### config.mk
export PLATFORM = sky130hd
export DESIGN_NAME = uart_tx_queue
export DESIGN_NICKNAME = d
export VERILOG_FILES = /design/src/rtl/uart_tx_queue.sv
export SDC_FILE = /design/constraint.sdc
export NUM_CORES = 1
export LEC_CHECK = 0
export ABC_AREA = 1
export BUFFER_PORTS_ARGS = -buffer_cell sky130_fd_sc_hd__buf_2
export CAP_MARGIN = 10
export CORE_ASPECT_RATIO = 2
export CORE_MARGIN = 2
export CORE_UTILIZATION = 55
export DETAILED_ROUTE_END_ITERATION = 8
export HOLD_SLACK_MARGIN = 0.05
export PLACE_DENSITY = 0.72
export SLEW_MARGIN = 15
export SYNTH_ARGS = -nofsm -noshare
export SYNTH_HDL_FRONTEND = slang
export SYNTH_SLANG_ARGS = --single-unit
### constraint.sdc
create_clock -name clk -period 3.4 [get_ports clk]
set_input_delay 0.17 -clock clk [delete_from_list [all_inputs] [get_ports clk]]
set_output_delay 0.17 -clock clk [all_outputs]
set_load 0.03 [all_outputs]
### src/rtl/uart_tx_queue.sv
// Circular byte FIFO feeding a UART transmitter through its tx_start/din/tx_done_tick handshake.
// Optional dropped-write counter on port ovf_cnt when UART_TXQ_OVF_CNT_EN is defined.
module uart_tx_queue #(
    parameter int DEPTH_LOG2 = 4
) (
    input  logic                  clk,
    input  logic                  rst,
    input  logic                  wr_en,
    input  logic [7:0]            wr_data,
    output logic                  full,
    output logic                  empty,
    output logic [DEPTH_LOG2:0]   level,
    output logic                  tx_start,
    output logic [7:0]            tx_data,
    input  logic                  tx_done_tick,
    output logic                  busy
`ifdef UART_TXQ_OVF_CNT_EN
    ,
    output logic [7:0]            ovf_cnt
`endif
);

    localparam int DEPTH = 1 << DEPTH_LOG2;
    localparam logic [DEPTH_LOG2:0] PTR_ONE = {{DEPTH_LOG2{1'b0}}, 1'b1};

    typedef enum logic [1:0] {
        IDLE,
        START,
        WAIT
    } state_t;

    state_t              state;
    logic [7:0]          mem [DEPTH];
    logic [DEPTH_LOG2:0] wr_ptr;
    logic [DEPTH_LOG2:0] rd_ptr;
    logic                push;

    // Pointers carry one extra wrap bit so full and empty are distinguishable.
    assign level = wr_ptr - rd_ptr;
    assign empty = (wr_ptr == rd_ptr);
    assign full  = (wr_ptr[DEPTH_LOG2] != rd_ptr[DEPTH_LOG2]) &&
                   (wr_ptr[DEPTH_LOG2-1:0] == rd_ptr[DEPTH_LOG2-1:0]);
    assign push  = wr_en && !full;

    always_ff @(posedge clk) begin
        if (push) begin
            mem[wr_ptr[DEPTH_LOG2-1:0]] <= wr_data;
        end
    end

    always_ff @(posedge clk or posedge rst) begin
        if (rst) begin
            wr_ptr <= '0;
        end else if (push) begin
            wr_ptr <= wr_ptr + PTR_ONE;
        end
    end

    // Only IDLE pops, so exactly one byte can be in flight at a time.
    always_ff @(posedge clk or posedge rst) begin
        if (rst) begin
            state    <= IDLE;
            rd_ptr   <= '0;
            tx_start <= 1'b0;
            tx_data  <= 8'h00;
            busy     <= 1'b0;
        end else begin
            case (state)
                IDLE: begin
                    tx_start <= 1'b0;
                    busy     <= 1'b0;
                    if (!empty) begin
                        tx_data  <= mem[rd_ptr[DEPTH_LOG2-1:0]];
                        rd_ptr   <= rd_ptr + PTR_ONE;
                        tx_start <= 1'b1;
                        busy     <= 1'b1;
                        state    <= START;
                    end
                end
                START: begin
                    tx_start <= 1'b0;
                    busy     <= 1'b1;
                    state    <= WAIT;
                end
                WAIT: begin
                    tx_start <= 1'b0;
                    if (tx_done_tick) begin
                        busy  <= 1'b0;
                        state <= IDLE;
                    end else begin
                        busy  <= 1'b1;
                    end
                end
                default: begin
                    tx_start <= 1'b0;
                    busy     <= 1'b0;
                    state    <= IDLE;
                end
            endcase
        end
    end

`ifdef UART_TXQ_OVF_CNT_EN
    always_ff @(posedge clk or posedge rst) begin
        if (rst) begin
            ovf_cnt <= 8'h00;
        end else if (wr_en && full && (ovf_cnt != 8'hFF)) begin
            ovf_cnt <= ovf_cnt + 8'd1;
        end
    end
`endif

endmodule
Word level (Yosys, flattened, before mapping)
Memories as Yosys holds them, arrays and structs flattened. A register that Yosys moved wholly into a read port is not among the register bits.
Cells that the tools add are included.
{"block": "totals", "reg_bits": 14, "wordCells": 32, "mem_count": 1, "latch_bits": 0, "mem_bits_rw": 128, "rom_bits": 0, "in_bits": 12}
{"memory": "mem", "words": 16, "width": 8, "rd": 1, "rd_ports_with_merged_regs": 1, "write_ports": 1, "line": "33", "text": "logic [7:0] mem [DEPTH];"}
{"block": "op_classes", "add_sub_neg": 3, "div": 0, "muxes": 9, "n_reduce_logical": 6, "shift": 0, "n_mul": 0, "bitwise_logic": 1, "n_lt_le_gt_ge": 0, "n_eq_ne": 7}
{"operator": "$add 5x1->5 const B", "count": 2}
{"operator": "$pmux 2 s3", "count": 1}
{"operator": "$eq 5x5->1", "count": 1}
{"operator": "$mux 1", "count": 5}
{"operator": "$sub 5x5->5", "count": 1}
{"operator": "$eq 4x4->1", "count": 1}
{"operator": "$mux 2", "count": 2}
{"operator": "$ne 2x2->1 const B", "count": 2}
{"operator": "$reduce_and 2->1", "count": 2}
{"operator": "$pmux 1 s3", "count": 1}
{"operator": "$eq 2x1->1 const B", "count": 1}
{"operator": "$eq 2x2->1 const B", "count": 1}
{"operator": "$logic_and 1x1->1", "count": 2}
{"operator": "$logic_not 2->1", "count": 1}
{"operator": "$logic_not 1->1", "count": 1}
{"operator": "$ne 1x1->1", "count": 1}
{"operator": "$not 1->1", "count": 1}

Longest topological paths before layout
Gate-level depths: netlist of the first run.
{"block": "logic_depth", "ltp_word": 6, "depth_mapped": 13, "depth_no_buf": 10}

Worst setup path before layout of the first run
OpenSTA, ideal clock, no wires.
{"block": "synth_path", "path_kind": "register to register", "startpoint": "reg rd_ptr[2]", "endpoint": "mem mem[12][0], enable pin", "t_arrival_ns": 1.967, "slack_ns": 1.063, "n_path_buf": 2, "path_stages_with_launch": 12, "t_required_ns": 3.030, "cell_sequence": "dfrtp_1 buf_2 buf_2 inv_1 ha_1 nand2_2 nor2_4 nand2_1 nand2_2 inv_2 nand2_1 nor2_1"}
{"block": "synth_via", "elab_chain_len": 6}
{"element": "start, declared", "line": "35", "text": "logic [DEPTH_LOG2:0] rd_ptr;"}
{"element": "start signal, assigned", "line": "74", "text": "rd_ptr <= rd_ptr + PTR_ONE;"}
{"element": "$eq 4x4->1", "line": "42", "text": "(wr_ptr[DEPTH_LOG2-1:0] == rd_ptr[DEPTH_LOG2-1:0]);"}
{"element": "$logic_and 1x1->1", "line": "41", "text": "assign full = (wr_ptr[DEPTH_LOG2] != rd_ptr[DEPTH_LOG2]) &&"}
{"element": "$logic_not 1->1", "line": "43", "text": "assign push = wr_en && !full;"}
{"element": "$logic_and 1x1->1", "line": "43"}
{"element": "$mux 1", "line": "46", "text": "if (push) begin"}
{"element": "$mux 1 (not written as such)", "line": "47", "text": "mem[wr_ptr[DEPTH_LOG2-1:0]] <= wr_data;"}
{"element": "end, declared", "line": "33"}
Every way passes these cells.

Final worst setup path of the first run
{"block": "layout_path", "startpoint": "reg rd_ptr[3]", "endpoint": "mem mem[12][5], enable pin"}
The elaborated chain is that of the path after synthesis.

==> metrics.md, run 1 <==
| Metric | Value |
|---|---|
| Area growth from synthesis to layout | 12.3% |
| Detailed-route via count | ~4.4k |
| Die ar. | around 13000 µm² |
| Initial Util | 0.557 |
| Worst r2r src | rd_ptr[3] |
| Layout cell share with drive strength beyond 1 | 0.117 |
| Initial antenna violation count | 0 |
| Area leader, netlist | edfxtp_1 |
| Pwr dens | 928 nW/µm² |
| Post-Synth Simple-Gate Area | 0.216 |
| Site row count | 57 |
| DP Wirelength | ~10000 µm |
| Min Hold Slack | ~190 ps |
| FILL cells | just under 1k |
| DRC viols | 0 |
| First-pass GRT wire length | ~24000 µm |
| # H-tree levels | 4 |
| Fin Setup TNS | 0 ps |
| Final Slew Violations | 0 |
| DP Worst Slack | approximately 800 ps |
| N_diodes | 0 |
| TritonCTS clock tree | yes |
| Detail Route Antenna Nets | 0 |
| Seq/Total Area, Yosys | 0.654 |
| R2R cell count | 9 |
| Buf/Inv on CP | 2 |
| Reg clk slew, reported paths | 60 ps |
| Yosys cell types | 23 |
| Die Ht | 160 µm |
| Syn_nets | 683 |
| Crit path launch | rd_ptr[3] |
| CP endpoint kind | register |
| Unrepaired setup endpoints after global routing | no |
| Clock Sink Count | 150 |
| Post-cts resize count | 0 |
| Mux cell area share after synthesis | 0 |
| I/O Pins | 29 |
| Worst-Skew Late Latency | ~420 ps |
| Synthesized area per cell | 10.2 µm² |
| Skew final | 12.2 ps |
| Crit-path cells | inv_1 > ha_1 > nand2_2 > nor2_4 > nand2_1 > nand2_2 > inv_2 > nand2_1 > nor2_1 |
| Final instance area | ~7500 µm² |
| Reg2Reg Setup Slack | roughly 790 ps |
| Final total power | between 7 and 8 mW |
| Run status | finished clean |
| Final Hold Viols | 0 |
| Worst-margin pin slew | ~1100 ps |
| Pin count of the biggest net entering global routing | 67 |
| IO Port Bufs | 28 |
| CP Data Arrival Time | ~2700 ps |
| Synth Instances | between 600 and 700 |
| Synthesis-stage register bit count | 150 |
| Cts bufs inserted | 17 |
| Synth warnings | 0 |
| Main combinational cell family by area after synthesis | simple AND/OR/NAND/NOR gates |
| Top cell type's share of synthesized area | 0.572 |
| Slowest cell on the critical path | nor2_1 |
| Min-delay worst type | primary input to register |
| DR pass1 iterations | 5 |
| Placed Area | 6920 µm² |
| Setup-failing EPs final | 0 |
| Final #Nets | 712 |
| Complex-gate fraction of the synthesized area | 0.00633 |
| Final worst slack | around 790 ps |
| Total track usage | 0.252 |
| Leakage | ~3.3 nW |
| Final non-filler cell total | 850 |
| MaxCap Viol Count | 0 |
| Placed insts | ~820 |
| CP max FO | 12 |
| Root buffer cell | clkbuf_16 |
| Final period utilization | 0.768 |
| Startpoint type of the worst setup path | register |
| Post-layout util | 0.626 |
| Reg-to-reg critical path endpoint | mem[12][5] |
| RePlAce Congestion | just over 0.9 |
| Critical path class | register to register |
| Initial DRC Count | 332 |
| Vias in the first global route | 4503 |
| Maximum buffer depth of the clock tree | 2 |
| Max rail drop VDD | approximately 1.0 mV |
| Worst setup endpoint | mem[12][5] |
| Max_slew headroom | 0.298 |
| Largest stage delay, worst path | around 590 ps |
| Achievable Freq | 383 MHz |
| Post-synthesis adder-cell area fraction | 0.0197 |
| Post-synth design cell area | between 6000 and 7000 µm² |
| Min Tclk post-route | roughly 2600 ps |
| WP data required | approximately 3500 ps |
| XOR/XNOR share of the synthesized area | 0.0143 |
| Via-per-instance ratio | just over 5 |
| Area of the core | 12100 µm² |
| Final wirelength | 15300 µm |
| Synth area leaders | edfxtp_1 57%, nand2_1 10%, dfrtp_1 8.2% |
| Die X | between 80 and 90 µm |
| Crit-path leading delay family | simple AND/OR/NAND/NOR gates |
| CP Depth | 9 |
| Drt wl/cell | roughly 18 µm |
| GR Overflow Total | 0 |
[worst min-delay path by stage]
stage	cells after the start	endpoint	slack, ps	from
floorplan	1	busy	160	rst
global placement	2	tx_data[0]	360	rst
detailed placement	2	tx_data[4]	390	rst
CTS	1	mem[9][1]	180	wr_data[1]
global route	1	mem[9][1]	190	wr_data[1]
finish	1	mem[11][1]	190	wr_data[1]
[final cells by class]
class | count | area, µm² | share of cell area
Inverter | 117 | 439 | 0.0582
Clock buffer | 18 | 429 | 0.0569
Sequential cell | 150 | 4400 | 0.583
Multi-Input combinational cell | 368 | 1720 | 0.228
Timing Repair Buffer | 36 | 208 | 0.0275
Clock inverter | 14 | 165 | 0.0219
Tap cell | 147 | 184 | 0.0244
[power by group]
part           internal [mW]  total (mW)  switching, mW
clock network           1.10        1.89          0.782
logic                  0.759        2.70           1.94
registers               2.29        2.41          0.126
[registers in the layout, indices dropped and copies added, names as in the netlist]
signal and count:
state 2, mem 128, wr_ptr 5, busy 1, rd_ptr 5, tx_start 1
tx_data 8
[per-layer routing]
metal  vias to the layer above  GRT usage  share of wire
li1                       2161          -              -
met2                       157      0.446           0.55
met4                         0      0.105          0.031
met5                         -          0              0
met3                        19     0.0551          0.052
met1                      2082      0.282           0.36
[cell usage in the layout (no fill, tap or decap), types with 4 or more instances in the layout]
| cell type | synthesis | routed |
|---|---|---|
| nand3_1 | 86 | 86 |
| dfrtp_1 | 22 | 21 |
| inv_2 | 4 | 4 |
| nand2_2 | 5 | 5 |
| nor2_1 | 60 | 60 |
| nand3_2 | 7 | 7 |
| clkbuf_16 | 0 | 17 |
| buf_2 | 16 | 28 |
| edfxtp_1 | 128 | 128 |
| buf_4 | 6 | 5 |
| xor2_1 | 11 | 11 |
| ha_1 | 9 | 9 |
| nand2_1 | 179 | 179 |
| inv_1 | 112 | 112 |
[cell usage after synthesis]
master	instances
clkinv_1	1
buf_4	6
fa_1	1
ha_1	9
clkbuf_1	1
nor2_1	60
nand2_4	1
nand2_1	179
o21ai_1	2
a21oi_1	2
buf_6	3
nand3_1	86
o21a_1	1
nor2_4	1
inv_1	112
nand3_2	7
o21ai_0	3
edfxtp_1	128
dfrtp_1	22
inv_2	4
buf_2	16
xor2_1	11
nand2_2	5
[what timing repair did]
item | in CTS | in global routing
buffers inserted | 0 | 0
hold endpoints to repair | 24 | 0
hold buffers | 3 | 0
[cells by family after synthesis]
| logic type | Yosys count |
|---|---|
| fa+ha+maj | 10 |
| flops | 150 |
| compound gates | 8 |
| buf+inv | 143 |
| xor+xnor | 11 |
| simple gates | 339 |
[worst reg2reg max path: stages, from the launching register on]
cell	delay (ps)
dfrtp_1	370
inv_1	270
ha_1	350
nand2_2	110
nor2_4	50
nand2_1	90
nand2_2	80
inv_2	120
nand2_1	210
nor2_1	590
No activity file was read; power rests on OpenSTA's default activity.
==> inputs of run 2 (changes only) <==
PLACE_DENSITY = 0.75   (was 0.72)
clock period = 2.2 ns   (was 3.4 ns; I/O delays follow)
==> run 2 against run 1 <==
Compared with the run above: cell area increased by 2.6%; highest routed layer unchanged; worst hold slack worse by 55 ps; die area unchanged; global-route usage increased by 2.2 points.
==> metrics.md, run 2 (synthesized netlist as in run 1, its figures left out) <==
| Metric | Value |
|---|---|
| Area growth from synthesis to layout | 15.2% (was 12.3%) |
| R2R cell count | 10 (was 9) |
| Unrepaired setup endpoints after global routing | yes (was no) |
| Reg clk slew, reported paths | 60 ps (about the same) |
| Leakage | 3.43 nW (was 3.33 nW) |
| Final Slew Violations | 0 (unchanged) |
| Max rail drop VDD | 1.44 mV (was 1.04 mV) |
| Initial DRC Count | 434 (was 332) |
| Pwr dens | 1450 nW/µm² (was 928 nW/µm²) |
| I/O Pins | 29 (unchanged) |
| Min Tclk post-route | 2130 ps (was 2610 ps) |
| Min-delay worst type | primary input to register (unchanged) |
| Detailed-route via count | 4757 (was 4419) |
| Final instance area | 7740 µm² (was 7540 µm²) |
| Initial antenna violation count | 0 (unchanged) |
| Die ar. | 13200 µm² (unchanged) |
| Min Hold Slack | 136 ps (was 191 ps) |
| CP Data Arrival Time | 2260 ps (was 2660 ps) |
| Die X | 82.2 µm (unchanged) |
| Most common cell after layout, fill and taps aside | nand2_1 (unchanged) |
| Site row count | 57 (unchanged) |
| N_diodes | 0 (unchanged) |
| DRC viols | 0 (unchanged) |
| Reg-to-reg critical path endpoint | mem[0][1] (was mem[12][5]) |
| Placed Area | 7070 µm² (was 6920 µm²) |
| IO Port Bufs | 28 (unchanged) |
| Reg2Reg Setup Slack | 70 ps (was 790 ps) |
| Layout cell share with drive strength beyond 1 | 0.153 (was 0.117) |
| WHS Path Cells | 1 (unchanged) |
| Fin Setup TNS | 0 ps (unchanged) |
| Max_slew headroom | 0.433 (was 0.298) |
| TritonCTS clock tree | yes (unchanged) |
| Cts bufs inserted | 17 (unchanged) |
| Worst r2r src | rd_ptr[3] (unchanged) |
| Final #Nets | 733 (was 712) |
| Final wirelength | 16800 µm (was 15300 µm) |
| Via-per-instance ratio | 5.46 (was 5.20) |
| CP endpoint kind | register (unchanged) |
| Vias in the first global route | 4866 (was 4503) |
| Worst-Skew Late Latency | 430 ps (was 420 ps) |
| Placed insts | 833 (was 815) |
| Worst-margin pin slew | 850 ps (was 1050 ps) |
| Critical path class | register to register (unchanged) |
| DP Wirelength | 11100 µm (was 10300 µm) |
| Run status | finished clean (unchanged) |
| Achievable Freq | 470 MHz (was 383 MHz) |
| Max reg flops | 128 (unchanged) |
| Die Ht | 160 µm (unchanged) |
| Final period utilization | 0.968 (was 0.768) |
| Skew final | 16.3 ps (was 12.2 ps) |
| Total track usage | 0.273 (was 0.252) |
| Detail Route Antenna Nets | 0 (unchanged) |
| MaxCap Viol Count | 0 (unchanged) |
| GR Overflow Total | 0 (unchanged) |
| Most frequent cells in the layout | 178 x nand2_1, 128 x edfxtp_1, 111 x inv_1, 86 x nand3_1, 57 x nor2_1 (was 179 x nand2_1, 128 x edfxtp_1, 112 x inv_1, 86 x nand3_1, 60 x nor2_1) |
| Drt wl/cell | 19.3 µm (was 18.0 µm) |
| Initial Util | 0.557 (unchanged) |
| # H-tree levels | 4 (unchanged) |
| Pin count of the biggest net entering global routing | 66 (was 67) |
| Startpoint type of the worst setup path | register (unchanged) |
| Min-Delay Endpoint | mem[3][7] (was mem[11][1]) |
| Final non-filler cell total | 871 (was 850) |
| Hold path start | wr_data[7] (was wr_data[1]) |
| Maximum buffer depth of the clock tree | 2 (unchanged) |
| First-pass GRT wire length | 25300 µm (was 23600 µm) |
| Root buffer cell | clkbuf_16 (unchanged) |
| CP max FO | 8 (was 12) |
| RePlAce Congestion | 0.871 (was 0.930) |
| Final Hold Viols | 0 (unchanged) |
| DR pass1 iterations | 7 (was 5) |
| Clock Sink Count | 150 (unchanged) |
| WP data required | 2330 ps (was 3450 ps) |
| Setup-failing EPs final | 0 (unchanged) |
| Area of the core | 12100 µm² (unchanged) |
[run 2: cell types whose count changed in the layout (fill, tap and decap cells not counted), moves of 2 or more]
cell	before	now
inv_8	3	0
buf_4	5	24
nor2_1	60	57
nor2_2	0	2
buf_6	0	2
clkinv_4	3	5
[run 2: per-stage QoR]
stage / total power, mW / worst slack (ps) / utilization
after CTS: 11.0 / 0.921 / 0.638
after floorplan: 6.92 / -137 / -
after global routing: 11.7 / -49.9 / 0.642
final: 11.2 / 70.9 / 0.642
after detailed placement: 8.15 / 32.4 / 0.587
after global placement: 8.02 / 118 / 0.587
[run 2: layer usage]
layer,up-vias,GRT usage,routed length (µm)
li1,2198,-,-
met1,2259,0.275,5530
met2,217,0.464,8990
met3,83,0.0545,890
met4,0,0.224,1390
met5,-,0,0
[run 2: final cells by class]
cell class / instances / area, µm²
Sequential cell: 150 / 4400
Fill cell: 877 / 4320
Multi-Input combinational cell: 368 / 1750
Inverter: 117 / 439
Clock buffer: 18 / 429
Timing Repair Buffer: 57 / 388
Tap cell: 147 / 184
Clock inverter: 14 / 151
[run 2: worst max-delay path by stage]
stage	cells past startpoint	slack, ps	from	endpoint
finish	10	70	rd_ptr[3]	mem[0][1]
global route	10	-50	rd_ptr[3]	mem[4][2]
CTS	9	0.9	wr_ptr[3]	mem[9][4]
detailed placement	10	30	wr_ptr[0]	mem[13][0]
global placement	10	120	wr_ptr[0]	mem[13][3]
floorplan	11	-140	rd_ptr[2]	mem[12][0]
[run 2: repair_timing]
action	in CTS	in global routing
resized for setup	3	6
pin swaps	0	1
hold endpoints to repair	25	0
setup endpoints to repair	25	121
gates cloned	0	0
hold buffers	3	0
buffers inserted	0	3
[run 2: worst max-delay path, cell delays in order, from the launching register on]
cell	delay (ps)
dfrtp_1	380
inv_1	90
ha_2	310
nand2_2	100
nor2_4	40
nand2_1	90
nand2_2	80
inv_2	150
nand2_1	230
nor2_1	160
buf_4	190
[run 2: power breakdown]
part           switching [mW]  internal (mW)  total, mW  leakage, nW
combinational            3.27           1.40       4.67         1.74
sequential              0.160           3.53       3.69         1.41
clock                    1.17           1.68       2.85        0.279
==> inputs of run 3 (changes only) <==
BUFFER_PORTS_ARGS = not set   (was -buffer_cell sky130_fd_sc_hd__buf_2)
DONT_BUFFER_PORTS = 1   (was not set)
PLACE_DENSITY = 0.7   (was 0.75)
clock period = 2.22 ns   (was 2.2 ns; I/O delays follow)
==> run 3 against run 2 <==
Compared with the run above: sequential power grew 4%; die area stayed put; total power down 2.5%; combinational power fell by 11%; sequential share of layout area up 0.20 points; utilization is 0.23 points lower; fmax shrank 1.1%; wire length fell by 8.7%; worst hold slack gained 170 ps; register-to-register slack barely moved; non-clock buffer count fell by 17; critical endpoint is now mem[7][6].
==> metrics.md, run 3 (synthesized netlist as in run 1, its figures left out) <==
| Metric | Value |
|---|---|
| Run status | finished clean (unchanged) |
| CP most frequent cell | nand2_2 |
| Die X | 82.2 µm (unchanged) |
| Unrepaired setup endpoints after global routing | yes (unchanged) |
| Maximum buffer depth of the clock tree | 2 (unchanged) |
| Critical path class | register to register (unchanged) |
| CP endpoint kind | register (unchanged) |
| Vias in the first global route | 4562 (was 4866) |
| Largest stage delay, worst path | 430 ps (was 380 ps) |
| N_diodes | 0 (unchanged) |
| DP Wirelength | 10300 µm (was 11100 µm) |
| Initial Util | 0.557 (unchanged) |
| DRC viols | 0 (unchanged) |
| Worst setup endpoint | mem[7][6] (was mem[0][1]) |
| Reg clk slew, reported paths | 60 ps (about the same) |
| FILL cells | 975 (was 877) |
| Final non-filler cell total | 854 (was 871) |
| # H-tree levels | 4 (unchanged) |
| R2R cell count | 8 (was 10) |
| Layout cell share with drive strength beyond 1 | 0.117 (was 0.153) |
| First-pass GRT wire length | 23800 µm (was 25300 µm) |
| Total track usage | 0.256 (was 0.273) |
| Detailed-route via count | 4448 (was 4757) |
| Area growth from synthesis to layout | 14.7% (was 15.2%) |
| TritonCTS clock tree | yes (unchanged) |
| WP data required | 2290 ps (was 2330 ps) |
| DP Worst Slack | 89.5 ps (was 32.4 ps) |
| Skew final | 10.7 ps (was 16.3 ps) |
| Die ar. | 13200 µm² (unchanged) |
| Final wirelength | 15300 µm (was 16800 µm) |
| Reg2Reg Setup Slack | 70 ps (about the same) |
| Setup-failing EPs final | 0 (unchanged) |
| Pin count of the biggest net entering global routing | 68 (was 66) |
| Final period utilization | 0.970 (was 0.968) |
| Reg-to-reg critical path endpoint | mem[7][6] (was mem[0][1]) |
| Detail Route Antenna Nets | 0 (unchanged) |
| Fin Setup TNS | 0 ps (unchanged) |
| Placed insts | 811 (was 833) |
| Pwr dens | 1420 nW/µm² (was 1450 nW/µm²) |
| Clock Sink Count | 150 (unchanged) |
| Max reg flops | 128 (unchanged) |
| Worst-Skew Late Latency | 420 ps (was 430 ps) |
| Slowest cell on the critical path | dfrtp_1 (unchanged) |
| Final Hold Viols | 0 (unchanged) |
| GR Overflow Total | 0 (unchanged) |
| Min Hold Slack | 304 ps (was 136 ps) |
| Post-CTS Setup Bufs | 0 (unchanged) |
| Leakage | 3.37 nW (was 3.43 nW) |
| Initial DRC Count | 247 (was 434) |
| Root buffer cell | clkbuf_16 (unchanged) |
| RePlAce Congestion | 0.854 (was 0.871) |
| Min-delay worst type | primary input to async pin (was primary input to register) |
| Startpoint type of the worst setup path | register (unchanged) |
| MaxCap Viol Count | 0 (unchanged) |
| Area of the core | 12100 µm² (unchanged) |
| Max_slew headroom | 0.389 (was 0.433) |
| Crit-path cells | ha_1 > nand2_2 > nor2_4 > nand2_1 > nand2_2 > inv_2 > nand2_2 > nor2_2 (was inv_1 > ha_2 > nand2_2 > nor2_4 > nand2_1 > nand2_2 > inv_2 > nand2_1 > nor2_1 > buf_4) |
| CP Data Arrival Time | 2230 ps (was 2260 ps) |
| Post-layout util | 0.640 (was 0.642) |
| Via-per-instance ratio | 5.21 (was 5.46) |
| Achievable Freq | 464 MHz (was 470 MHz) |
| Final Slew Violations | 0 (unchanged) |
| Final #Nets | 716 (was 733) |
| Worst-margin pin slew | 913 ps (was 850 ps) |
| Most frequent cells in the layout | 179 x nand2_1, 128 x edfxtp_1, 111 x inv_1, 86 x nand3_1, 57 x nor2_1 (was 178 x nand2_1, 128 x edfxtp_1, 111 x inv_1, 86 x nand3_1, 57 x nor2_1) |
| Die Ht | 160 µm (unchanged) |
| Initial antenna violation count | 0 (unchanged) |
| Cts bufs inserted | 17 (unchanged) |
| Crit path launch | wr_ptr[3] (was rd_ptr[3]) |
| Drt wl/cell | 18.0 µm (was 19.3 µm) |
| Most common cell after layout, fill and taps aside | nand2_1 (unchanged) |
| Min Tclk post-route | 2150 ps (was 2130 ps) |
| Site row count | 57 (unchanged) |
| Max rail drop VDD | 1.30 mV (was 1.44 mV) |
| CP max FO | 8 (unchanged) |
| DR pass1 iterations | 4 (was 7) |
| IO Port Bufs | 0 (was 28) |
| Final worst slack | 66.7 ps (was 70.9 ps) |
| I/O Pins | 29 (unchanged) |
| Worst r2r src | wr_ptr[3] (was rd_ptr[3]) |
[run 3: changes by cell type in the layout (fill, tap and decap cells not counted), moves of 2 or more]
cell,delta
dlygate4sd3_1,+8
clkinvlp_4,+3
buf_4,+2
buf_2,-27
[run 3: area by class of cell]
type | instances | area, µm² | area share
well taps | 147 | 184 | 0.0239
clock inverters | 13 | 173 | 0.0224
flip-flops and latches | 150 | 4400 | 0.570
inverters | 117 | 439 | 0.0570
repair buffers | 40 | 348 | 0.0451
multi-input cells | 368 | 1740 | 0.225
clock buffers | 19 | 433 | 0.0562
[run 3: per-layer routing]
layer | vias to the layer above | wire length [µm] | GRT usage | part of all wire
li1 | 2164 | - | - | -
met1 | 2117 | 5420 | 0.266 | 0.35
met4 | 0 | 688 | 0.131 | 0.045
met2 | 131 | 8670 | 0.456 | 0.57
met3 | 36 | 558 | 0.0646 | 0.036
met5 | - | 0 | 0 | 0
[run 3: worst min path at each step]
stage / start / end / cells after the start
floorplan: rst / busy / 1
finish: rst / tx_data[6] / 2
global placement: rst / tx_data[1] / 1
global route: rst / tx_data[6] / 2
detailed placement: wr_data[1] / mem[1][1] / 0
CTS: rst / tx_data[6] / 2
[run 3: critical path, delay by kind of cell, from the launching register on]
family                     cells  cell delay [ps]
adders and majority gates      1              380
DFF                            1              430
buffers and inverters          1              130
and+or+nand+nor                6              870
[run 3: through the flow]
stage / cell area (µm²) / power (mW)
final: 7710 / 10.9
after global routing: 7710 / 11.6
after CTS: 7690 / 10.9
after detailed placement: 6980 / 7.97
after global placement: 6980 / 7.88
after floorplan: 6730 / 6.86
[run 3: repair_timing]
action / 4_1_cts / 5_1_grt
endpoints found under the hold margin: 155 / 0
endpoints found under the setup margin: 0 / 74
resized for setup: 0 / 5
hold buffers: 11 / 0
[run 3: report_power, final]
group          switching, mW  internal (mW)  total, mW
Combinational           2.85           1.32       4.17
Sequential             0.349           3.50       3.85
Clock                   1.13           1.78       2.91
Total                   4.32           6.60       10.9
